<file path="src/rtl/ps2_key_event_fifo.sv">
// PS/2 set-2 scan-code decoder that queues {code, ext, brk} key events.
// Define PS2_REPEAT_FILTER_EN to drop typematic repeats of the held key.
module ps2_key_event_fifo #(
  parameter int FIFO_DEPTH = 4,
  parameter int FILTER_SYS = 1,
  parameter int PAUSE_LEN  = 7
) (
  input  logic                          clk,
  input  logic                          rst,
  input  logic [7:0]                    code,
  input  logic                          tick_done,
  input  logic                          ev_ready,
  input  logic                          ovf_clr,
  output logic                          ev_valid,
  output logic [7:0]                    ev_code,
  output logic                          ev_ext,
  output logic                          ev_brk,
  output logic [$clog2(FIFO_DEPTH):0]   ev_count,
  output logic                          overflow
);

  localparam int AW = $clog2(FIFO_DEPTH);

  typedef enum logic [2:0] {
    S_IDLE,
    S_EXT,
    S_BRK,
    S_EXT_BRK,
    S_PAUSE
  } state_t;

  typedef struct packed {
    logic [7:0] code;
    logic       ext;
    logic       brk;
  } ev_t;

  state_t     state, state_nx;
  logic [7:0] pcnt, pcnt_nx;
  logic       is_e0, is_f0, is_e1, is_pfx, is_sys;
  logic       ev_push, enq;
  ev_t        ev_in;

  assign is_e0  = code == 8'hE0;
  assign is_f0  = code == 8'hF0;
  assign is_e1  = code == 8'hE1;
  assign is_pfx = is_e0 || is_f0;
  assign is_sys = code == 8'hFA || code == 8'hAA ||
                  code == 8'hEE || code == 8'hFE ||
                  code == 8'h00 || code == 8'hFF;

  always_ff @(posedge clk or posedge rst) begin
    if (rst) begin
      state <= S_IDLE;
      pcnt  <= '0;
    end else begin
      state <= state_nx;
      pcnt  <= pcnt_nx;
    end
  end

  always_comb begin
    state_nx = state;
    pcnt_nx  = pcnt;
    if (tick_done) begin
      unique case (state)
        S_IDLE: begin
          if (is_e0) state_nx = S_EXT;
          else if (is_f0) state_nx = S_BRK;
          else if (is_e1) begin
            state_nx = S_PAUSE;
            pcnt_nx  = PAUSE_LEN[7:0];
          end
        end
        S_EXT: begin
          if (is_f0) state_nx = S_EXT_BRK;
          else if (!is_e0) state_nx = S_IDLE;
        end
        S_BRK: begin
          if (is_e0) state_nx = S_EXT_BRK;
          else if (!is_f0) state_nx = S_IDLE;
        end
        S_EXT_BRK: begin
          if (!is_pfx) state_nx = S_IDLE;
        end
        S_PAUSE: begin
          pcnt_nx = pcnt - 8'd1;
          // <=1 also rescues a zero count rather than wrapping
          if (pcnt <= 8'd1) state_nx = S_IDLE;
        end
        default: state_nx = S_IDLE;
      endcase
    end
  end

  always_comb begin
    ev_push = 1'b0;
    ev_in   = '0;
    if (tick_done) begin
      unique case (state)
        S_IDLE: begin
          ev_in   = '{code: code, ext: 1'b0, brk: 1'b0};
          ev_push = !is_pfx && !is_e1 &&
                    !(FILTER_SYS != 0 && is_sys);
        end
        S_EXT: begin
          ev_in   = '{code: code, ext: 1'b1, brk: 1'b0};
          ev_push = !is_pfx;
        end
        S_BRK: begin
          ev_in   = '{code: code, ext: 1'b0, brk: 1'b1};
          ev_push = !is_pfx;
        end
        S_EXT_BRK: begin
          ev_in   = '{code: code, ext: 1'b1, brk: 1'b1};
          ev_push = !is_pfx;
        end
        S_PAUSE: begin
          ev_in   = '{code: 8'hE1, ext: 1'b0, brk: 1'b0};
          ev_push = pcnt <= 8'd1;
        end
        default: ev_push = 1'b0;
      endcase
    end
  end

`ifdef PS2_REPEAT_FILTER_EN
  logic [7:0] held_code;
  logic       held_ext, held_vld;
  logic       held_match, rep_hit;

  assign held_match = held_vld && ev_in.code == held_code &&
                      ev_in.ext == held_ext;
  assign rep_hit    = held_match && !ev_in.brk;
  assign enq        = ev_push && !rep_hit;

  always_ff @(posedge clk or posedge rst) begin
    if (rst) begin
      held_code <= '0;
      held_ext  <= 1'b0;
      held_vld  <= 1'b0;
    end else if (ev_push) begin
      if (!ev_in.brk && !rep_hit) begin
        held_code <= ev_in.code;
        held_ext  <= ev_in.ext;
        held_vld  <= 1'b1;
      end else if (ev_in.brk && held_match) begin
        held_vld  <= 1'b0;
      end
    end
  end
`else
  assign enq = ev_push;
`endif

  ev_t         mem [FIFO_DEPTH];
  logic [AW:0] wptr, rptr;
  logic        full, do_pop, do_wr, drop;
  ev_t         head;

  assign ev_count = wptr - rptr;
  assign ev_valid = wptr != rptr;
  assign full     = ev_count == (AW+1)'(FIFO_DEPTH);
  assign do_pop   = ev_valid && ev_ready;
  assign do_wr    = enq && (!full || do_pop);
  assign drop     = enq && full && !do_pop;

  always_ff @(posedge clk) begin
    if (do_wr) mem[wptr[AW-1:0]] <= ev_in;
  end

  always_ff @(posedge clk or posedge rst) begin
    if (rst) begin
      wptr     <= '0;
      rptr     <= '0;
      overflow <= 1'b0;
    end else begin
      if (do_wr) wptr <= wptr + 1'b1;
      if (do_pop) rptr <= rptr + 1'b1;
      if (drop) overflow <= 1'b1;
      else if (ovf_clr) overflow <= 1'b0;
    end
  end

  // storage is not reset, so mask the head while empty
  assign head    = mem[rptr[AW-1:0]];
  assign ev_code = ev_valid ? head.code : 8'h00;
  assign ev_ext  = ev_valid && head.ext;
  assign ev_brk  = ev_valid && head.brk;

endmodule

</file>
<file path="config.mk">
export PLATFORM = sky130hd
export DESIGN_NAME = ps2_key_event_fifo
export DESIGN_NICKNAME = d
export VERILOG_FILES = /design/src/rtl/ps2_key_event_fifo.sv
export SDC_FILE = /design/constraint.sdc
export NUM_CORES = 1
export LEC_CHECK = 0
export ABC_CLOCK_PERIOD_IN_PS = 8200
export CAP_MARGIN = 10
export CORE_MARGIN = 2
export CORE_UTILIZATION = 30
export CTS_CLUSTER_SIZE = 24
export DETAILED_ROUTE_END_ITERATION = 7
export PLACE_DENSITY = 0.47
export SYNTH_ARGS = -nofsm -noshare
export SYNTH_HDL_FRONTEND = slang
export SYNTH_SLANG_ARGS = --single-unit
</file>
<file path="constraint.sdc">
create_clock -name clk -period 8.2 [get_ports clk]
set_input_delay 1.64 -clock clk [delete_from_list [all_inputs] [get_ports clk]]
set_output_delay 1.64 -clock clk [all_outputs]
set_load 0.03 [all_outputs]
</file>
==> flow_summary_export.csv, run 1 <==
group,metric,value,unit
synthesis,synth_area,2790,um2
floorplanning,die_h,100,um
drt,drt_iter0_markers,53,
job,cap_viol_max_count,0,
cells_and_area,areaGrowthSynthToFinish,20.7,%
worst_setup_path,worstPathArrival,2.78,ns
worst_setup_path,required,6.56,ns
worst_setup_path,r2r-end,"mem[1][3]",
global_route,grt_max_degree,19,
worst_setup_path,reg2reg_slack,5.06,ns
synthesis,ys_warn_count,0,
synthesis,yosysUniqueCellTypes,46,
global_route,grt_pass1_vias,1781,
drt,vias,1682,
timing,drv_slew,0,
placed_design,io_buffers,27,
timing,tightest_slew,0.759,ns
timing,clock.fmax,0.226,GHz
worst_setup_path,path_max_fanout,13,
cells_and_area,final_nets,267,
floorplanning,dieArea,10100,um2
timing,fin_setup_tns,0,ns
worst_setup_path,r2r_start,"rptr[0]",
global_route,gr-usage-met2,21.2,%
worst_setup_path,r2r_cells,6,
synthesis,syn_area_per_cell,13.3,um2
floorplanning,core-area,9110,um2
timing,skew,0.0112,ns
clock_network,htree_levels,3,
global_route,overflow,0,
synthesis,synth_edf_count,40,
clock_network,cts_tree,"built",
worst_setup_path,path_class,"flop to primary output",
timing,finalCritPeriodShare,53.9,%
pwr,p_per_area,429,nW/um2
worst_setup_path,setup.worst_path.end_class,"primary output",
cells_and_area,drive_gt1_share,13.3,%
global_route,antenna_found_initial,0,
timing,timing.final.crit_period,4.42,ns
global_route,track_usage,12.5,%
floorplanning,die_w,100,um
floorplanning,rows,35,
clock_network,clock_latency,0.33,ns
cells_and_area,fin_util,36.9,%
timing,setup_viol,0,
global_route,gr-usage-met3,2.65,%
drt,final_antenna_net_count,0,
clock_network,path_clk_slew,0.06,ns
synthesis,ys.flop_type,"edfxtp_1",
drt,drc_errors,0,
clock_network,cts_buffers,9,
timing,relSlewSlack,49.4,%
pwr,worst_ir_drop_vdd,0.000121,V
drt,wirelength,5630,um
pwr,power_leakage,1.23,nW
global_route,grt_use_met1,15.0,%
timing,grt_setup_unrepaired,"false",
synthesis,synth_seq_cells,58,
drt,wl_per_cell,15.6,um
cells_and_area,most-common-layout-cells,"edfxtp_1, clkdlybuf4s50_1, nor2_1",
cells_and_area,diodes,0,
floorplanning,start_util,30.6,%
synthesis,yosysSeqAreaShare,59.3,%
clock_network,cts_setup_buffers,0,
global_route,grt-busiest-layer,"met2",
floorplanning,design.portCount,28,
worst_setup_path,start_kind,"flop",
min_path,whs_path_depth,1,
clock_network,clock_sinks,58,
placed_design,gp_congestion,0.762,
clock_network,ctsHoldBuffers,0,
min_path,hold_start,"wptr[2]",
min_path,hold_class,"flop to flop",
synthesis,async_flop_share,31.0,%
drt,via_per_inst,4.67,
clock_network,post_cts_resized,0,
min_path,hold_end,"wptr[2]",
global_route,grt_pass1_wl,9330,um
cells_and_area,layout_commonest_cell,"edfxtp_1",
clock_network,clockRootBuffer,"clkbuf_8",
clock_network,ctsLongestPathBuffers,2,
synthesis,syn_nets,233,
synthesis,netlist_instances,210,
placed_design,hpwl,3980,um
drt,dr.pass1.iters,4,
status,status,"finished clean",
timing,hold_violations,0,
## synthesized netlist by cell type, drive strengths merged, types with 2 or more instances
master / number / share of area, %
nor3: 5 / 0.90
nand2: 13 / 1.8
o21ai: 4 / 0.85
nand2b: 2 / 0.45
a21oi: 6 / 1.1
nor2b: 2 / 0.54
nor2: 22 / 3.1
inv: 12 / 1.6
nor4b: 2 / 0.85
o211ai: 2 / 0.54
ha: 9 / 4.0
nand4: 2 / 0.45
a31o: 2 / 0.63
nand3: 4 / 0.72
and4b: 2 / 0.72
nor4: 2 / 0.67
edfxtp: 40 / 43
mux4: 10 / 8.1
a31oi: 2 / 0.45
xnor2: 7 / 2.2
and2: 20 / 4.5
dfrtp: 18 / 16
xor2: 3 / 0.94
o22ai: 2 / 0.45
buf: 3 / 0.49
## critical path, stage by stage, from the launching register on
cell	delay, ns
dfrtp_1	0.83
ha_1	0.39
nand3_1	0.36
and2_1	0.20
clkdlybuf4s50_1	0.66
## registers in the layout, summed over array words and instances (netlist names)
register	flops
mem	40
pcnt	8
rptr	3
state	3
wptr	3
overflow	1
## where the power goes
group	internal, mW	leakage, nW	total, mW	switching [mW]
Sequential	0.414	0.586	0.497	0.0825
Combinational	0.311	0.552	0.693	0.381
Clock	0.138	0.0958	0.252	0.114
Total	0.864	1.23	1.44	0.578
## routing by layer
| layer | vias to the layer above | wire [um] |
|---|---|---|
| met5 | - | 0 |
| met4 | 0 | 119 |
| met3 | 10 | 116 |
| met2 | 24 | 2820 |
| met1 | 812 | 2570 |
| li1 | 836 | - |
## worst max path at each step
stage / from / end / slack [ns] / cells after the start
2_1_floorplan: rptr[1] / ev_code[0] / 4.56 / 6
6_report: rptr[0] / ev_code[4] / 3.78 / 4
3_3_place_gp: code[2] / mem[1][7] / 3.81 / 7
4_1_cts: rptr[0] / ev_code[4] / 3.67 / 4
3_5_place_dp: code[2] / mem[1][7] / 3.85 / 7
5_1_grt: rptr[0] / ev_code[6] / 3.51 / 4
## area by class of cell
type / instances / area (um2)
inverter: 12 / 45.0
clock buffer: 10 / 128
tap: 111 / 139
clock inverter: 6 / 57.6
sequential: 58 / 1650
timing repair buffer: 27 / 270
multi-input combinational: 136 / 1070
fill: 913 / 5750
## metrics by stage
stage	cell area [um2]	power [mW]	hold WS, ns	std cells	setup slack, ns
6_report	3360	1.44	0.491	360	3.78
5_1_grt	3360	1.54	0.531	360	3.51
4_1_cts	3360	1.46	0.492	360	3.67
3_5_place_dp	3180	1.21	0.480	344	3.85
3_3_place_gp	3180	1.21	0.475	344	3.81
2_1_floorplan	2790	0.961	0.462	210	4.56
## kinds of logic (layout without fill, tap and decap cells)
group	count (synthesis)	after routing	share of synthesized area [%]
muxes	12	12	8.85
adders and majority gates	10	10	4.76
AOI/OAI and AO/OA	23	23	5.75
and+or+nand+nor	81	81	15.9
DFF	58	58	59.3
xor gates and xnor gates	10	10	3.14
buffers and inverters	16	55	2.25
No activity file was read; power rests on OpenSTA's default activity.
==> run 2, diff against run 1 <==
- ABC_CLOCK_PERIOD_IN_PS: 8200 -> 4300
- clock period: 8.2 -> 4.3 ns (I/O delays scaled with it)
==> flow_summary_export.csv, run 2 (synthesis gave the netlist of run 1 again) <==
group,metric,value,unit
status,status,"finished clean",
min_path,hold_end,"wptr[2]",
clock_network,cts_tree,"built",
drt,drt_iter0_markers,105,
drt,final_antenna_net_count,0,
clock_network,clock_sinks,58,
timing,grt_setup_unrepaired,"false",
pwr,finalPower,2.76,mW
timing,skew,0.0118,ns
worst_setup_path,setup.worst_path.end_class,"primary output",
global_route,overflow,0,
placed_design,io_buffers,27,
drt,wirelength,5600,um
drt,wl_per_cell,15.5,um
worst_setup_path,r2r_cells,7,
floorplanning,core-area,9110,um2
drt,via_per_inst,4.82,
drt,dr.pass1.iters,4,
pwr,power_leakage,1.23,nW
clock_network,cts_buffers,9,
placed_design,gp_congestion,0.783,
pwr,p_per_area,817,nW/um2
worst_setup_path,path_class,"flop to primary output",
cells_and_area,areaGrowthSynthToFinish,21.3,%
worst_setup_path,start_kind,"flop",
clock_network,clock_latency,0.33,ns
clock_network,cts_setup_buffers,0,
timing,setup_viol,0,
min_path,hold_start,"wptr[2]",
job,cap_viol_max_count,0,
worst_setup_path,worstPathArrival,2.67,ns
timing,tightest_slew,0.762,ns
clock_network,post_cts_resized,0,
global_route,grt_max_degree,19,
global_route,grt_pass1_wl,9260,um
floorplanning,rows,35,
worst_setup_path,reg2reg_slack,1.37,ns
min_path,whs_path_depth,1,
min_path,hold_class,"flop to flop",
global_route,antenna_found_initial,0,
timing,hold_violations,0,
drt,vias,1739,
cells_and_area,largest_reg_flops,40,
cells_and_area,drive_gt1_share,13.6,%
clock_network,ctsHoldBuffers,0,
cells_and_area,layout_commonest_cell,"edfxtp_1",
worst_setup_path,required,3.44,ns
drt,drc_errors,0,
floorplanning,start_util,30.6,%
global_route,grt_pass1_vias,1752,
timing,timing.final.crit_period,3.53,ns
timing,drv_slew,0,
clock_network,ctsLongestPathBuffers,2,
floorplanning,dieArea,10100,um2
clock_network,htree_levels,3,
cells_and_area,diodes,0,
cells_and_area,final_nets,268,
worst_setup_path,r2r_start,"rptr[1]",
cells_and_area,layoutNonFillerInstCount,361,
floorplanning,die_w,100,um
timing,clock.fmax,0.283,GHz
timing,fin_setup_tns,0,ns
worst_setup_path,path_max_fanout,14,
floorplanning,design.portCount,28,
clock_network,clockRootBuffer,"clkbuf_8",
global_route,track_usage,12.3,%
cells_and_area,fin_util,37.1,%
floorplanning,die_h,100,um
pwr,worst_ir_drop_vdd,0.000202,V
cells_and_area,most-common-layout-cells,"edfxtp_1, clkdlybuf4s50_1, nor2_1",
placed_design,hpwl,3980,um
placed_design,dp_cells,345,
worst_setup_path,r2r-end,"mem[0][9]",
timing,finalCritPeriodShare,82.2,%
clock_network,path_clk_slew,0.07,ns
timing,relSlewSlack,49.2,%
run 2: cell count changes in the layout (fill, tap and decap cells not counted), sizes merged:
cell,change
clkbuf,-1
clkinvlp,+2
buf,+1
clkinv,-1
run 2: per-stage QoR:
stage,hold WS (ns),instance area (um2),setup WS (ns)
final,0.488,3380,0.767
after CTS,0.493,3380,0.616
after global routing,0.510,3380,0.486
after detailed placement,0.480,3180,0.849
after global placement,0.480,3180,0.903
after floorplan,0.462,2790,1.44
run 2: worst max path at each step:
| stage | cells after the start | startpoint | end | slack, ns |
|---|---|---|---|---|
| floorplan | 6 | rptr[1] | ev_code[0] | 1.44 |
| global placement | 7 | code[4] | mem[0][7] | 0.90 |
| detailed placement | 7 | code[4] | mem[0][7] | 0.85 |
| CTS | 5 | rptr[1] | ev_ext | 0.62 |
| global route | 5 | rptr[1] | ev_code[6] | 0.49 |
| finish | 5 | rptr[1] | ev_ext | 0.77 |
run 2: worst max-delay path, cell delays in order, from the launching register on:
cell and delay [ns]:
dfrtp_1 0.72, inv_1 0.10, ha_1 0.31, nand3_1 0.33
and2_1 0.29, clkdlybuf4s50_1 0.59
run 2: routing by layer:
metal | part of all wire (%) | GRT usage (%) | up-vias
met5 | 0 | 0 | -
met4 | 0.68 | 4.11 | 0
met3 | 3.0 | 3.76 | 6
met2 | 49 | 19.2 | 31
met1 | 48 | 16.3 | 861
li1 | - | - | 841
run 2: where the power goes:
part	internal [mW]	switching, mW	leakage, nW
logic	0.599	0.748	0.557
registers	0.791	0.130	0.586
clock network	0.265	0.228	0.0889
total	1.66	1.11	1.23
run 2: final cells by class:
type | instances | area, um2
Fill cell | 891 | 5730
Sequential cell | 58 | 1650
Multi-Input combinational cell | 136 | 1070
Timing Repair Buffer | 28 | 278
Tap cell | 111 | 139
Clock buffer | 9 | 124
Clock inverter | 7 | 70.1
Inverter | 12 | 45.0
